<file path="src/rtl/cmos_ddr_wr_pkg.sv">
// Shared definitions for the camera-to-DDR write path: FSM encoding, byte-lane order
// and the lane insertion helper used by the DVP packer.
package cmos_ddr_wr_pkg;

   typedef enum logic [1:0] {
      WAIT_INIT = 2'd0,
      SKIP      = 2'd1,
      WAIT_VS   = 2'd2,
      CAPTURE   = 2'd3
   } wr_state_t;

   localparam int CNT_W = 12;

   // Arrival order within a word: first DVP byte lands in the most significant lane
   localparam logic [1:0] LANE_B0 = 2'd0;
   localparam logic [1:0] LANE_B1 = 2'd1;
   localparam logic [1:0] LANE_B2 = 2'd2;
   localparam logic [1:0] LANE_B3 = 2'd3;

   function automatic logic [31:0] place_byte(input logic [31:0] word,
                                              input logic [1:0]  lane,
                                              input logic [7:0]  value);
      logic [31:0] result;
      result = word;
      case (lane)
         LANE_B0: result[31:24] = value;
         LANE_B1: result[23:16] = value;
         LANE_B2: result[15:8]  = value;
         LANE_B3: result[7:0]   = value;
         default: result        = word;
      endcase
      return result;
   endfunction

endpackage

</file>
<file path="src/rtl/cmos_ddr_wr_dvp_byte_packer.sv">
// Packs the registered DVP byte stream into 32-bit words, counting bytes per line and
// dropping anything past the stored line length.
module cmos_ddr_wr_dvp_byte_packer
   import cmos_ddr_wr_pkg::*;
#(
   parameter int MAX_BYTES = 1280
) (
   input  logic             clk,
   input  logic             rst,
   input  logic             enable,
   input  logic             line_start,
   input  logic             byte_valid,
   input  logic [7:0]       data,
   output logic [CNT_W-1:0] byte_cnt,
   output logic             word_valid,
   output logic [31:0]      word
);

   localparam logic [CNT_W-1:0] MAX_CNT = CNT_W'(MAX_BYTES);
   localparam logic [CNT_W-1:0] CNT_ONE = CNT_W'(1);

   logic [CNT_W-1:0] idx;
   logic             take;

   // The first byte of a line arrives together with the href edge, before the counter clears
   always_comb begin
      idx  = {CNT_W{1'b0}};
      take = 1'b0;
      if (line_start) begin
         idx = {CNT_W{1'b0}};
      end else begin
         idx = byte_cnt;
      end
      take = enable && byte_valid && (idx < MAX_CNT);
   end

   always_ff @(posedge clk or posedge rst) begin
      if (rst) begin
         byte_cnt   <= {CNT_W{1'b0}};
         word_valid <= 1'b0;
         word       <= 32'h0000_0000;
      end else begin
         if (line_start) begin
            byte_cnt <= CNT_ONE;
         end else if (byte_valid && (byte_cnt != {CNT_W{1'b1}})) begin
            byte_cnt <= byte_cnt + CNT_ONE;
         end
         if (take) begin
            word       <= place_byte(word, idx[1:0], data);
            word_valid <= (idx[1:0] == LANE_B3);
         end else begin
            word_valid <= 1'b0;
         end
      end
   end

endmodule

</file>
<file path="src/rtl/cmos_ddr_wr.sv">
// Camera write side: samples OV5640 DVP, skips settling frames, packs RGB565 pairs
// into 32-bit DDR write strobes and tracks per-frame line accounting.
module cmos_ddr_wr
   import cmos_ddr_wr_pkg::*;
#(
   parameter int H_PIXELS    = 640,
   parameter int V_LINES     = 480,
   parameter int SKIP_FRAMES = 10
) (
   input  logic        cmos_clk,
   input  logic        cmos_rst,
   input  logic        ddr_init_done,
   input  logic        cmos_vsync,
   input  logic        cmos_href,
   input  logic [7:0]  cmos_data,
   output logic        ddr_wren,
   output logic [31:0] ddr_wdata,
   output logic        frame_start,
   output logic        frame_done,
   output logic        line_err
);

   localparam logic [CNT_W-1:0] LINE_BYTES = CNT_W'(2 * H_PIXELS);
   localparam logic [CNT_W-1:0] V_MAX      = CNT_W'(V_LINES);
   localparam logic [CNT_W-1:0] CNT_ONE    = CNT_W'(1);
   localparam logic [7:0]       SKIP_MAX   = 8'(SKIP_FRAMES);

   wr_state_t        state, state_nx;
   logic             vsync_d, vsync_q, href_d, href_q;
   logic [7:0]       data_d;
   logic             vs_rise, vs_fall, href_rise, href_fall;
   logic             start_nx, done_nx, capt, line_end, in_lines;
   logic [7:0]       skip_cnt;
   logic [CNT_W-1:0] line_cnt, byte_cnt;
   logic             word_valid;
   logic [31:0]      word;

   always_ff @(posedge cmos_clk or posedge cmos_rst) begin
      if (cmos_rst) begin
         vsync_d <= 1'b0;
         vsync_q <= 1'b0;
         href_d  <= 1'b0;
         href_q  <= 1'b0;
         data_d  <= 8'h00;
      end else begin
         vsync_d <= cmos_vsync;
         vsync_q <= vsync_d;
         href_d  <= cmos_href;
         href_q  <= href_d;
         data_d  <= cmos_data;
      end
   end

   assign vs_rise   = vsync_d & ~vsync_q;
   assign vs_fall   = ~vsync_d & vsync_q;
   assign href_rise = href_d & ~href_q;
   assign href_fall = ~href_d & href_q;

   // Losing DDR calibration overrides everything and abandons the frame silently
   always_comb begin
      state_nx = state;
      start_nx = 1'b0;
      done_nx  = 1'b0;
      if (!ddr_init_done) begin
         state_nx = WAIT_INIT;
      end else begin
         case (state)
            WAIT_INIT: state_nx = SKIP;
            SKIP: begin
               if (skip_cnt == SKIP_MAX) begin
                  state_nx = WAIT_VS;
               end else begin
                  state_nx = SKIP;
               end
            end
            WAIT_VS: begin
               if (vs_fall) begin
                  state_nx = CAPTURE;
                  start_nx = 1'b1;
               end else begin
                  state_nx = WAIT_VS;
               end
            end
            CAPTURE: begin
               if (vs_rise) begin
                  state_nx = WAIT_VS;
                  done_nx  = 1'b1;
               end else begin
                  state_nx = CAPTURE;
               end
            end
            default: state_nx = WAIT_INIT;
         endcase
      end
   end

   // A vsync rise while href is still high ends the line exactly like an href fall
   always_comb begin
      in_lines = (line_cnt < V_MAX);
      capt     = (state == CAPTURE) && ddr_init_done && !vs_rise;
      line_end = (state == CAPTURE) && ddr_init_done && (href_fall || (vs_rise && href_d));
   end

   always_ff @(posedge cmos_clk or posedge cmos_rst) begin
      if (cmos_rst) begin
         state       <= WAIT_INIT;
         frame_start <= 1'b0;
         frame_done  <= 1'b0;
         ddr_wren    <= 1'b0;
         ddr_wdata   <= 32'h0000_0000;
         skip_cnt    <= 8'd0;
         line_cnt    <= {CNT_W{1'b0}};
         line_err    <= 1'b0;
      end else begin
         state       <= state_nx;
         frame_start <= start_nx;
         frame_done  <= done_nx;
         ddr_wren    <= word_valid & ddr_init_done;
         if (word_valid && ddr_init_done) begin
            ddr_wdata <= word;
         end
         if (state == WAIT_INIT) begin
            skip_cnt <= 8'd0;
         end else if ((state == SKIP) && vs_rise && (skip_cnt != SKIP_MAX)) begin
            skip_cnt <= skip_cnt + 8'd1;
         end
         if (start_nx) begin
            line_cnt <= {CNT_W{1'b0}};
            line_err <= 1'b0;
         end else if (line_end && in_lines) begin
            line_cnt <= line_cnt + CNT_ONE;
            if (byte_cnt != LINE_BYTES) begin
               line_err <= 1'b1;
            end
         end
      end
   end

   cmos_ddr_wr_dvp_byte_packer #(
      .MAX_BYTES (2 * H_PIXELS)
   ) u_packer (
      .clk        (cmos_clk),
      .rst        (cmos_rst),
      .enable     (capt && in_lines),
      .line_start (href_rise),
      .byte_valid (href_d),
      .data       (data_d),
      .byte_cnt   (byte_cnt),
      .word_valid (word_valid),
      .word       (word)
   );

endmodule
</file>
<file path="config.mk">
export PLATFORM = sky130hd
export DESIGN_NAME = cmos_ddr_wr
export DESIGN_NICKNAME = d
export VERILOG_FILES = /design/src/rtl/cmos_ddr_wr_pkg.sv /design/src/rtl/cmos_ddr_wr_dvp_byte_packer.sv /design/src/rtl/cmos_ddr_wr.sv
export SDC_FILE = /design/constraint.sdc
export NUM_CORES = 1
export LEC_CHECK = 0
export ABC_AREA = 1
export CAP_MARGIN = 20
export CORE_ASPECT_RATIO = 2
export CORE_MARGIN = 8
export CORE_UTILIZATION = 51
export CTS_CLUSTER_DIAMETER = 120
export DETAILED_ROUTE_END_ITERATION = 10
export PLACE_DENSITY_LB_ADDON = 0.25
export SYNTH_ARGS = -nofsm -noshare
export SYNTH_HDL_FRONTEND = slang
export SYNTH_SLANG_ARGS = --single-unit
</file>
<file path="constraint.sdc">
create_clock -name cmos_clk -period 4 [get_ports cmos_clk]
set_input_delay 1 -clock cmos_clk [delete_from_list [all_inputs] [get_ports cmos_clk]]
set_output_delay 1 -clock cmos_clk [all_outputs]
set_load 0.1 [all_outputs]
</file>
==> out/metrics.cfg, run 1 <==
[run_status]
status = completed

[setup_path]
crit_family = buffers and inverters
setup.worst_path.class = reg -> out
crit_path_end_kind = output pin
slowest_delay_ns = 1.15
cp_slowest_cell = clkdlybuf4s50_1
path_max_fanout = 2
startpoint_type = flip-flop
required_ns = 3.00
crit_arrival_ns = 1.92
worst-r2r-setup-slack_ns = 1.86
worstPathCellList = clkdlybuf4s50_1
r2r_start = href_d$_DFF_PP0_
reg2regPathDepth = 6
worstReg2RegEnd = u_packer.word[5]$_DFFE_PP0P_
path_depth = 1
cp_num_buf_inv = 1

[place]
portBuffers = 48
dp_hpwl_um = 7090
globalplace.congestion = 0.890
dp_cells = 781

[layout]
antennaDiodeCount = 0
drive_gt1_frac = 0.0886
final_cell_mix = 263 x nand2_1, 115 x dfrtp_1, 67 x nand3_1
final_cells = 812
syn_to_final_growth_pct = 22.6
n_fill_cell = 866
final_nets = 683
final_common_cell = nand2_1

[clock_tree]
cts_tree = yes
cts_resized = 0
cts.sinks = 115
cts_root_buf = clkbuf_16
clock_path_buffers = 2
clk_pin_slew_worst_paths_ns = 0.05
post-cts-setup-buffers = 0
cts_max_level = 4
clk_latency_ns = 0.41
hold_buffers = 0
cts-buffers-inserted = 17

[global_route]
grt_util_all_layers = 0.173
overflow = 0
grt_max_degree = 62
antenna_found_initial = 0
grt_pass1_wl_um = 18600
grt_pass1_vias = 3940

[timing]
slew_viol_final = 0
fin_setup_tns_ns = 0
max_freq_mhz = 342
grt_setup_unrepaired = no
max-slew-margin-rel = 0.348
fin_worst_skew_ns = 0.0110
setup_viol = 0
fin_crit_sh = 0.731
finalCriticalPeriod_ns = 2.92
finalHoldViolCount = 0
worst_slew_pin_slew_ns = 0.975

[synth]
syn_nets = 627
yosysSeqAreaShare = 0.561
synth_area_sq_um = 5130
synth-seq-cells = 115
synth_area_per_cell_sq_um = 8.43
yosysWarnings = 0
netlist_instances = 609
synth_cell_types = 29

[drt]
via_per_inst = 4.97
ant_nets = 0
wl_um = 10700
post-route-drc-count = 0
drtIter0Drc = 236
via_count = 4038
wl_per_cell_um = 13.2
dr.pass1.iters = 4

[floorplanning]
coreArea_sq_um = 9950
rows = 52
ios = 49
die_area_sq_um = 13700
start_util = 0.516
die_h_um = 158
die_w_um = 86.9

[power]
p_leak_nw = 3.21
powerDensity_nw_per_um2 = 441
ir_worst_vdd_mv = 0.390

[flow_run]
cap_violations = 0

[min_path]
holdPathStages = 0
hold_start = vsync_d$_DFF_PP0_
hold_end = vsync_q$_DFF_PP0_
hp-class = reg -> reg

[logic make-up after synthesis]
logic type | count (synthesis) | synth area share
AOI/OAI and AO/OA | 25 | 0.0275
xor gates and xnor gates | 8 | 0.0137
adders and majority gates | 5 | 0.0122
buffers and inverters | 63 | 0.0534
DFF | 115 | 0.561
and+or+nand+nor | 393 | 0.333
[worst max path at each step]
stage	to	start
2_1_floorplan	data_d[0]$_DFF_PP0_	cmos_rst
3_3_place_gp	ddr_wdata[31]$_DFFE_PP0P_	ddr_init_done
3_5_place_dp	ddr_wdata[27]$_DFFE_PP0P_	ddr_init_done
4_1_cts	ddr_wdata[12]	ddr_wdata[12]$_DFFE_PP0P_
5_1_grt	ddr_wdata[10]	ddr_wdata[10]$_DFFE_PP0P_
6_report	ddr_wdata[12]	ddr_wdata[12]$_DFFE_PP0P_
[per-stage QoR]
step / setup WS [ns] / hold slack, ns / area [sq um] / power [W] / util
after detailed placement: 1.04 / 0.413 / 5730 / 0.00138 / 0.576
final: 1.08 / 0.449 / 6290 / 0.00277 / 0.632
after global routing: 1.02 / 0.470 / 6290 / 0.00287 / 0.632
after global placement: 1.09 / 0.432 / 5730 / 0.00138 / 0.576
after floorplan: 1.60 / 0.355 / 5140 / 0.00134 / -
after CTS: 1.06 / 0.445 / 6290 / 0.00280 / 0.632
[sequential cells by signal, indices dropped and copies added (netlist names), 2 cells and up]
name and count:
u_packer.word 32, data_d 8, ddr_wdata 32, state 2, line_cnt 12, u_packer.byte_cnt 12, skip_cnt 8
[cell usage after synthesis (all sizes together)]
master,instances,area (sq um)
nand2,266,1010
dfrtp,115,2880
nand3,70,380
inv,46,173
nor2,38,188
o21ai,21,120
nand4,11,87.6
buf,10,75.1
xor2,6,52.6
ha,5,62.6
nor3,5,25.0
clkbuf,4,15.0
a21oi,3,15.0
clkinv,3,11.3
or2,2,12.5
xnor2,2,17.5
nor3b,1,7.51
o22ai,1,6.26
[power by group]
part / switching (W) / internal [W]
Clock: 0.000533 / 0.000882
Sequential: 0.0000371 / 0.00119
Combinational: 0.0000923 / 0.0000418
[per-layer routing]
| layer | wire [um] | vias to the layer above | global-route usage | part of all wire |
|---|---|---|---|---|
| met2 | 5280 | 89 | 0.269 | 0.49 |
| met1 | 4760 | 1900 | 0.217 | 0.44 |
| met3 | 511 | 11 | 0.0525 | 0.048 |
| li1 | - | 2038 | - | - |
| met5 | 0 | - | 0 | 0 |
| met4 | 151 | 0 | 0.0711 | 0.014 |
[final cells by class]
type / instances / area (sq um) / share of cell area
well taps: 135 / 169 / 0.0268
flip-flops and latches: 115 / 2880 / 0.457
multi-input cells: 431 / 1980 / 0.315
inverters: 49 / 188 / 0.0298
clock inverters: 12 / 108 / 0.0171
clock buffers: 19 / 453 / 0.0720
repair buffers: 51 / 515 / 0.0819
Power figures use the tool's default switching activity.
==> run 2: changes to the inputs <==
==> constraint.sdc (replaced) <==
create_clock -name cmos_clk -period 2.6 [get_ports cmos_clk]
set_input_delay 0.65 -clock cmos_clk [delete_from_list [all_inputs] [get_ports cmos_clk]]
set_output_delay 0.65 -clock cmos_clk [all_outputs]
set_load 0.1 [all_outputs]
==> out/metrics.cfg, run 2 (same netlist as run 1, synthesis figures left out) <==
[layout]
reg_top3 = ddr_wdata: 32 flops, u_packer.word: 32 flops
antennaDiodeCount = 0
final_core_util = 0.629
final_nets = 684
drive_gt1_frac = 0.141
final_common_cell = nand2_1
seqCellArea_sq_um = 2880
multi_input_area_sq_um = 1980
n_fill_cell = 883
design_area_sq_um = 6260
final_cell_mix = 263 x nand2_1, 115 x dfrtp_1, 67 x nand3_1
syn_to_final_growth_pct = 22.0

[clock_tree]
post-cts-setup-buffers = 0
cts_tree = yes
hold_buffers = 0
clk_latency_ns = 0.41
clk_pin_slew_worst_paths_ns = 0.05
cts.sinks = 115
cts_root_buf = clkbuf_16
cts-buffers-inserted = 17
cts_resized = 0
clock_path_buffers = 2
cts_max_level = 4

[setup_path]
cp_num_buf_inv = 2
path_max_fanout = 8
cp_slowest_cell = clkdlybuf4s50_1
worstPathCellList = clkdlybuf4s50_1, nand3_1, clkinv_1, nand3_1, nor2_2, nand3_2, nand2_1, nand2_1
slowest_delay_ns = 0.55
crit_family = simple AND/OR/NAND/NOR gates
crit_arrival_ns = 2.16
required_ns = 2.89
startpoint_type = input port
setup.worst_path.class = in -> reg
crit_path_end_kind = flip-flop

[floorplanning]
start_util = 0.516
die_area_sq_um = 13700
ios = 49
coreArea_sq_um = 9950
die_h_um = 158
rows = 52
die_w_um = 86.9

[global_route]
antenna_found_initial = 0
grt_util_all_layers = 0.168
grt_pass1_vias = 3907
grt_pass1_wl_um = 18100
grt_max_degree = 116
overflow = 0

[place]
globalplace.congestion = 0.872
dp_hpwl_um = 6910
portBuffers = 48
post_dp_cell_area_sq_um = 5660

[timing]
max-slew-margin-rel = 0.610
finalHoldViolCount = 0
slew_viol_final = 0
worst_slew_pin_slew_ns = 0.585
fin_worst_skew_ns = 0.0105
setup_viol = 0
fin_setup_tns_ns = 0
fin_crit_sh = 0.720
grt_setup_unrepaired = no
timing.hold.ws_ns = 0.437
finalCriticalPeriod_ns = 1.87
max_freq_mhz = 534

[drt]
ant_nets = 0
post-route-drc-count = 0
drtIter0Drc = 335
via_count = 4039
dr.pass1.iters = 5
wl_per_cell_um = 12.9
via_per_inst = 4.96
wl_um = 10500

[flow_run]
cap_violations = 0

[min_path]
hp-class = reg -> reg

[power]
ir_worst_vdd_mv = 0.594
power_w = 0.00443
p_leak_nw = 3.31
powerDensity_nw_per_um2 = 707

[run_status]
status = completed

## run 2: changes by cell type in the layout (fill, tap and decap cells not counted), sizes merged
cell | previous run | this run
buf | 3 | 40
clkinvlp | 4 | 3
clkdlybuf4s50 | 48 | 12
clkbuf | 19 | 20
clkinv | 9 | 8
bufinv | 1 | 3
## run 2: per-layer routing
layer  share of wire  vias up  track usage  routed length (um)
met5               0        -            0                   0
met1            0.44     1907        0.208                4560
met4           0.013        0       0.0687                 132
met3           0.049        9       0.0525                 512
li1                -     2031            -                   -
met2            0.50       92        0.264                5280
## run 2: worst paths after layout
check	slack (ns)	start	cells past startpoint	to
setup / recovery	0.73	ddr_init_done	8	u_packer.word[31]$_DFFE_PP0P_
hold / removal	0.44	vsync_d$_DFF_PP0_	0	vsync_q$_DFF_PP0_
setup reg to reg	0.77	u_packer.byte_cnt[0]$_DFFE_PP0P_	6	u_packer.byte_cnt[0]$_DFFE_PP0P_
hold reg to reg	0.44	vsync_d$_DFF_PP0_	0	vsync_q$_DFF_PP0_
max in group asynchronous	1.39	cmos_rst	3	data_d[1]$_DFF_PP0_
min in group asynchronous	0.79	cmos_rst	3	state[0]$_DFF_PP0_
## run 2: report_power, final
| group | leakage (nW) | total [W] | internal [W] | switching [W] |
|---|---|---|---|---|
| registers | 1.54 | 0.00188 | 0.00182 | 0.0000565 |
| clock network | 0.291 | 0.00235 | 0.00153 | 0.000813 |
| logic | 1.49 | 0.000202 | 0.0000637 | 0.000138 |
## run 2: through the flow
| step | instances | setup WS (ns) |
|---|---|---|
| floorplan | 609 | 0.551 |
| global placement | 782 | 0.360 |
| detailed placement | 782 | 0.321 |
| CTS | 814 | 0.752 |
| global route | 814 | 0.547 |
| finish | 814 | 0.729 |
## run 2: cell type report
class | count | share of cell area
Sequential cell | 115 | 0.460
Multi-Input combinational cell | 431 | 0.316
Clock buffer | 20 | 0.0713
Timing Repair Buffer | 52 | 0.0711
Inverter | 49 | 0.0300
Tap cell | 135 | 0.0270
Clock inverter | 12 | 0.0248
## run 2: worst reg2reg max path: cells and delay by family (launching register included)
family | cells | cell delay [ns]
AOI/OAI and AO/OA | 2 | 0.52
adders and majority gates | 1 | 0.25
DFF | 1 | 0.56
and+or+nand+nor | 3 | 0.37
